### config.mk
export PLATFORM = sky130hd
export DESIGN_NAME = tone_sequencer
export DESIGN_NICKNAME = d
export VERILOG_FILES = /design/src/rtl/tone_sequencer.sv
export SDC_FILE = /design/constraint.sdc
export NUM_CORES = 1
export LEC_CHECK = 0
export ABC_AREA = 1
export BUFFER_PORTS_ARGS = -buffer_cell sky130_fd_sc_hd__clkbuf_2
export CORE_AREA = 2 2 57 113
export DETAILED_ROUTE_END_ITERATION = 16
export DIE_AREA = 0 0 59 115
export PLACE_DENSITY = 0.41
export SLEW_MARGIN = 10
export SYNTH_ARGS = -nofsm -noshare
export SYNTH_HDL_FRONTEND = slang
export SYNTH_SLANG_ARGS = --single-unit
export TNS_END_PERCENT = 30
### constraint.sdc
create_clock -name clk -period 2.06 [get_ports clk]
set_input_delay 0.412 -clock clk [delete_from_list [all_inputs] [get_ports clk]]
set_output_delay 0.412 -clock clk [all_outputs]
set_load 0.01 [all_outputs]
### src/rtl/tone_sequencer.sv
// -----------------------------------------------------------------------------
// tone_sequencer
//
// Shares the single tone oscillator between three requesters from the game
// controller: lamp-echo tones, the lose jingle and the high-score jingle.
// Requests are arbitrated by fixed priority (LOSE > HS > LAMP). Each note is
// played for NOTE_TICKS cycles and followed by GAP_TICKS silent cycles.
//
// Sequences:
//   LAMP : {lamp_note}        (1 note, tones 0-3)
//   LOSE : 7, 6, 5, 4         (4 notes)
//   HS   : 4, 5, 6, 7, 7      (5 notes)
//
// Ports:
//   clk        in   game clock (10 kHz divided clock)
//   rst_n      in   asynchronous, active-low reset
//   lamp_req   in   one-cycle request to play lamp tone lamp_note
//   lamp_note  in   lamp index 0-3, sampled only on an accepted lamp_req
//   lose_req   in   one-cycle request to play the lose jingle
//   hs_req     in   one-cycle request to play the high-score jingle
//   mute       in   level; forces osc_en low without changing any timing
//   osc_en     out  oscillator enable (registered)
//   note_sel   out  oscillator note: 0-3 lamp tones, 4-7 jingle tones
//   busy       out  high whenever the sequencer is not idle
//   done       out  one-cycle pulse when a sequence completes normally
// -----------------------------------------------------------------------------
module tone_sequencer #(
    parameter int NOTE_TICKS = 2000,
    parameter int GAP_TICKS  = 500
) (
    input  logic       clk,
    input  logic       rst_n,
    input  logic       lamp_req,
    input  logic [1:0] lamp_note,
    input  logic       lose_req,
    input  logic       hs_req,
    input  logic       mute,
    output logic       osc_en,
    output logic [2:0] note_sel,
    output logic       busy,
    output logic       done
);

    // The tick counter only ever holds TICKS-1, so $clog2 of the larger phase
    // length is enough; keep at least one bit for the degenerate 1/1 case.
    localparam int MAX_TICKS = (NOTE_TICKS > GAP_TICKS) ? NOTE_TICKS : GAP_TICKS;
    localparam int CNT_W     = (MAX_TICKS > 1) ? $clog2(MAX_TICKS) : 1;

    localparam logic [CNT_W-1:0] NOTE_LOAD = CNT_W'(NOTE_TICKS - 1);
    localparam logic [CNT_W-1:0] GAP_LOAD  = CNT_W'(GAP_TICKS - 1);

    localparam logic [1:0] ST_IDLE = 2'd0;
    localparam logic [1:0] ST_PLAY = 2'd1;
    localparam logic [1:0] ST_GAP  = 2'd2;

    localparam logic [1:0] KIND_LAMP = 2'd0;
    localparam logic [1:0] KIND_LOSE = 2'd1;
    localparam logic [1:0] KIND_HS   = 2'd2;

    logic [1:0]       state_q, state_d;
    logic [1:0]       kind_q, kind_d;
    logic [2:0]       step_q, step_d;
    logic [CNT_W-1:0] cnt_q, cnt_d;
    logic [1:0]       lamp_note_q, lamp_note_d;
    logic             osc_en_q, osc_en_d;
    logic [2:0]       note_sel_q, note_sel_d;
    logic             done_q, done_d;

    logic             preemptable;
    logic             take_lose;
    logic             take_hs;
    logic             take_lamp;
    logic             accept;

    // Note played at a given step of a sequence.
    function automatic logic [2:0] seq_note(input logic [1:0] kind,
                                            input logic [2:0] step,
                                            input logic [1:0] lamp);
        logic [2:0] note;
        note = 3'd0;
        case (kind)
            KIND_LAMP: note = {1'b0, lamp};
            KIND_LOSE: note = 3'd7 - step;
            KIND_HS:   note = (step >= 3'd3) ? 3'd7 : (3'd4 + step);
            default:   note = 3'd0;
        endcase
        return note;
    endfunction

    // Index of the final step of a sequence.
    function automatic logic [2:0] seq_last(input logic [1:0] kind);
        logic [2:0] last;
        last = 3'd0;
        case (kind)
            KIND_LAMP: last = 3'd0;
            KIND_LOSE: last = 3'd3;
            KIND_HS:   last = 3'd4;
            default:   last = 3'd0;
        endcase
        return last;
    endfunction

    // Arbitration. LOSE always wins (it preempts everything and restarts
    // itself). HS and LAMP only get in when idle or when a lamp tone is
    // playing. Requests that lose arbitration are simply dropped.
    always_comb begin
        preemptable = (state_q == ST_IDLE) || (kind_q == KIND_LAMP);
        take_lose   = lose_req;
        take_hs     = hs_req && !lose_req && preemptable;
        take_lamp   = lamp_req && !lose_req && !hs_req && preemptable;
        accept      = take_lose || take_hs || take_lamp;
    end

    // Sequencing. An accepted request always restarts at step 0 with a fresh
    // note counter, which also silently discards any preempted sequence (no
    // done pulse for it). Otherwise the down-counter times each PLAY and GAP
    // phase, and the last GAP returns to IDLE with a done pulse.
    always_comb begin
        state_d     = state_q;
        kind_d      = kind_q;
        step_d      = step_q;
        cnt_d       = cnt_q;
        lamp_note_d = lamp_note_q;
        done_d      = 1'b0;

        if (accept) begin
            state_d = ST_PLAY;
            step_d  = 3'd0;
            cnt_d   = NOTE_LOAD;
            if (take_lose) begin
                kind_d = KIND_LOSE;
            end else if (take_hs) begin
                kind_d = KIND_HS;
            end else begin
                kind_d      = KIND_LAMP;
                lamp_note_d = lamp_note;
            end
        end else begin
            case (state_q)
                ST_PLAY: begin
                    if (cnt_q == '0) begin
                        state_d = ST_GAP;
                        cnt_d   = GAP_LOAD;
                    end else begin
                        cnt_d = cnt_q - CNT_W'(1);
                    end
                end
                ST_GAP: begin
                    if (cnt_q == '0) begin
                        if (step_q < seq_last(kind_q)) begin
                            state_d = ST_PLAY;
                            step_d  = step_q + 3'd1;
                            cnt_d   = NOTE_LOAD;
                        end else begin
                            state_d = ST_IDLE;
                            step_d  = 3'd0;
                            done_d  = 1'b1;
                        end
                    end else begin
                        cnt_d = cnt_q - CNT_W'(1);
                    end
                end
                default: begin
                    state_d = ST_IDLE;
                    step_d  = 3'd0;
                    cnt_d   = '0;
                end
            endcase
        end
    end

    // Output staging. The note is only updated when a note starts; in GAP and
    // IDLE it holds. Mute gates the enable ahead of the register so it never
    // disturbs the phase timing.
    always_comb begin
        note_sel_d = note_sel_q;
        if (state_d == ST_PLAY) begin
            note_sel_d = seq_note(kind_d, step_d, lamp_note_d);
        end
        osc_en_d = (state_d == ST_PLAY) && !mute;
    end

    // State and output registers.
    always_ff @(posedge clk or negedge rst_n) begin
        if (!rst_n) begin
            state_q     <= ST_IDLE;
            kind_q      <= KIND_LAMP;
            step_q      <= 3'd0;
            cnt_q       <= '0;
            lamp_note_q <= 2'd0;
            osc_en_q    <= 1'b0;
            note_sel_q  <= 3'd0;
            done_q      <= 1'b0;
        end else begin
            state_q     <= state_d;
            kind_q      <= kind_d;
            step_q      <= step_d;
            cnt_q       <= cnt_d;
            lamp_note_q <= lamp_note_d;
            osc_en_q    <= osc_en_d;
            note_sel_q  <= note_sel_d;
            done_q      <= done_d;
        end
    end

    assign osc_en   = osc_en_q;
    assign note_sel = note_sel_q;
    assign busy     = (state_q != ST_IDLE);
    assign done     = done_q;

endmodule
==> summary.md <==
* footprint of the flip-flops and latches: 627 um^2
* half-perimeter wire length of the detailed placement result: 2.97 mm
* maximum fanout along the worst path: 4
* Syn Std Cell Area: 0.00173 mm^2
* num ports: 14
* series of cell instances along the critical path: inv_1 > ha_1 > inv_1 > nor2_4 > nand2_2 > nor2_2 > nand2_1 > nand3_1 > nand2_1 > nand2_2 > nand2_1 > nand2_1 > nand2_1 > nand2_1 > nand2_1
* synthesized instance count: 217
* class of the most critical setup path: flip-flop to flip-flop
* sort of element at the end of the critical path: flip-flop
* Synth top cells by count: nand2_1 (46), inv_1 (33), dfrtp_1 (25)
* fillcell total: 655
* area of the multi-input gates: 943 um^2
* ratio of cells with drive above 1 in the final layout: 0.273
* FF+latch count, synth: 25
* global placement routability congestion: 0.776
* starting density of the core: 0.292
* Total Wirelength: 3.85 mm
* per-cell routed wire length: 12.8 um
* Synth Warn #: 0
* routed via count divided by cell count: 4.66
* Vert. Die Dim: 115 um
* total of buffers placed on input and output ports: 13
* number of antenna violations at the first check in global routing: 0
* residual antenna-violating net count after detailed routing: 0
* worst-case clock buffer depth: 2
* most numerous cell in the Yosys netlist: nand2_1
* sequential cell area fraction in the yosys report: 0.362
* GR Util All Layers: 0.127
* Skew-Pair Late Insertion Delay: 0.26 ns
* status: finished, final reports clean
* level count of the clock H-tree: 1
* post-synth top area share: 0.362
* ranking of synthesized cells by area: dfrtp_1 (36%), nand2_1 (10%), inv_1 (7.2%)
* CTS tree: built
* slowest cell on the critical path: dfrtp_1
* synthesized area divided by synthesized cell count: 7.96 um^2
* most repeated library cell on the critical path: nand2_1
* hold violation total from the final report: 0
* Core Box Area: 0.00591 mm^2
* Highest Clock Rate: 535 MHz
* FFs w/ async S/R, synth: 1.00
* data arrival time of the worst path: 2.03 ns
* Antenna Cells: 0
* Inst Count DP: 295
* count of final max-slew check failures: 0
* main flop type after synthesis: dfrtp_1
* DR DRC count: 0
* worst-case clock skew: 0.00170 ns
* floorplan die area: 0.00679 mm^2
* hold buffer count at cts: 0
* violation count after the first detailed-routing iteration: 46
* setup slack of the critical path after layout: 0.191 ns
* power density cells: 520 mW/mm^2
* total design power: 0.00104 W
* CTS sink count: 25
* static leakage power: 1.02 nW
* synthesized netlist net count: 233
* Hold Worst Slack: 0.181 ns
* horizontal die dimension: 59 um
* tightest slew margin relative to the limit: 0.539
* number of vias after detailed routing: 1403
* startpoint class of the critical path: flip-flop
* cell type with the highest aggregate area in the netlist: dfrtp_1
* row cnt: 40
* Layout Area Growth over Synthesis: 15.4%
* pin count of the biggest net entering global routing: 26
* Finished Layout Cells: 301
* delay of the slowest critical-path stage: 0.38 ns
* total clock buffers created by CTS: 3
* IR drop worst, VDD: 307 uV
* endpoints failing setup: 0
* number of synthesized flops with an enable pin: 0
* final critical-path share of the clock period: 0.907
* library cell used as clock root buffer: clkbuf_16
* max-cap check violation count: 0
* number of global-route vias before repair: 1360
* detailed-routing iteration count for the pre-antenna-repair pass: 4
* post-placement setup slack: 0.116 ns
* data required time at the worst endpoint: 2.22 ns
* Worst-Margin Slew: 0.692 ns
* Cell variety after synth: 32
* worst hold-check path type: input pin to async pin
* number of nets in the final layout: 255
* clock-pin transition on the worst setup and hold timing paths: 0.07 ns
* total gr overflow: 0
* global-route wire length before repair: 6.54 mm
* Final min period: 1.87 ns
==> cells in the final DEF (no fill, tap or decap), types with 5 or more instances in the layout <==
master,count
inv_2,10
nand3_1,7
nor2_1,19
clkbuf_2,13
nand2_1,46
buf_4,5
ha_1,8
a21oi_1,10
nand2_2,5
o21ai_0,10
inv_1,32
dfrtp_1,24
==> critical path: cells and delay by family, from the launching register on <==
kind,cells,cell delay (ns)
simple gates,12,0.96
flops,1,0.38
fa+ha+maj,1,0.23
buf+inv,2,0.20
==> sequential cells by signal, indices dropped and copies added (netlist names) <==
name         count
cnt_q           11
done             1
kind_q           2
lamp_note_q      2
note_sel         3
osc_en           1
state_q          2
step_q           3
==> layer usage <==
metal	up-vias	share of wire	GRT usage
met4	0	0.013	0.0455
met2	23	0.48	0.202
li1	731	-	-
met3	4	0.021	0.0101
met5	-	0	0
met1	645	0.49	0.177
==> through the flow <==
| step | setup TNS (ns) | utilization | instance area (um^2) |
|---|---|---|---|
| 2_1_floorplan | 0 | - | 1730 |
| 3_3_place_gp | 0 | 0.319 | 1890 |
| 3_5_place_dp | 0 | 0.319 | 1890 |
| 4_1_cts | 0 | 0.333 | 1970 |
| 5_1_grt | -0.00955 | 0.338 | 1990 |
| 6_report | 0 | 0.338 | 1990 |
==> worst paths after layout <==
| check | startpoint | endpoint | slack [ns] | cells past startpoint |
|---|---|---|---|---|
| max in group asynchronous | rst_n | kind_q[0]$_DFF_PN0_ | 1.39 | 1 |
| min | rst_n | cnt_q[6]$_DFFE_PN0P_ | 0.18 | 1 |
| min in group clk | mute | osc_en$_DFF_PN0_ | 0.29 | 2 |
| max | cnt_q[1]$_DFFE_PN0P_ | note_sel[0]$_DFFE_PN0N_ | 0.19 | 15 |
| max reg2reg | cnt_q[1]$_DFFE_PN0P_ | note_sel[0]$_DFFE_PN0N_ | 0.19 | 15 |
| min reg2reg | note_sel[1]$_DFFE_PN0N_ | note_sel[1]$_DFFE_PN0N_ | 0.48 | 2 |
==> layout make-up <==
| class | instances | share of cell area |
|---|---|---|
| inverters | 43 | 0.0810 |
| clock buffers | 3 | 0.0377 |
| well taps | 63 | 0.0395 |
| clock inverters | 1 | 0.00251 |
| flip-flops and latches | 25 | 0.315 |
| multi-input cells | 148 | 0.473 |
| repair buffers | 18 | 0.0515 |
==> cells by family (layout without fill, tap and decap cells) <==
group / count (synthesis) / count (layout) / synth area share
and+or+nand+nor: 98 / 98 / 0.320
buffers and inverters: 44 / 65 / 0.0978
AOI/OAI and AO/OA: 39 / 39 / 0.147
DFF: 25 / 25 / 0.362
adders and majority gates: 8 / 8 / 0.0580
xor gates and xnor gates: 3 / 3 / 0.0152
==> report_power, final <==
| group | internal (W) | switching [W] |
|---|---|---|
| Sequential | 0.000503 | 0.00000623 |
| Clock | 0.000262 | 0.000187 |
| Combinational | 0.0000277 | 0.0000508 |
| Total | 0.000793 | 0.000244 |
==> what timing repair did <==
item,4_1_cts,5_1_grt
resized for setup,0,4
buffers inserted,0,2
endpoints found under the setup margin,0,10
Power figures use the tool's default switching activity.
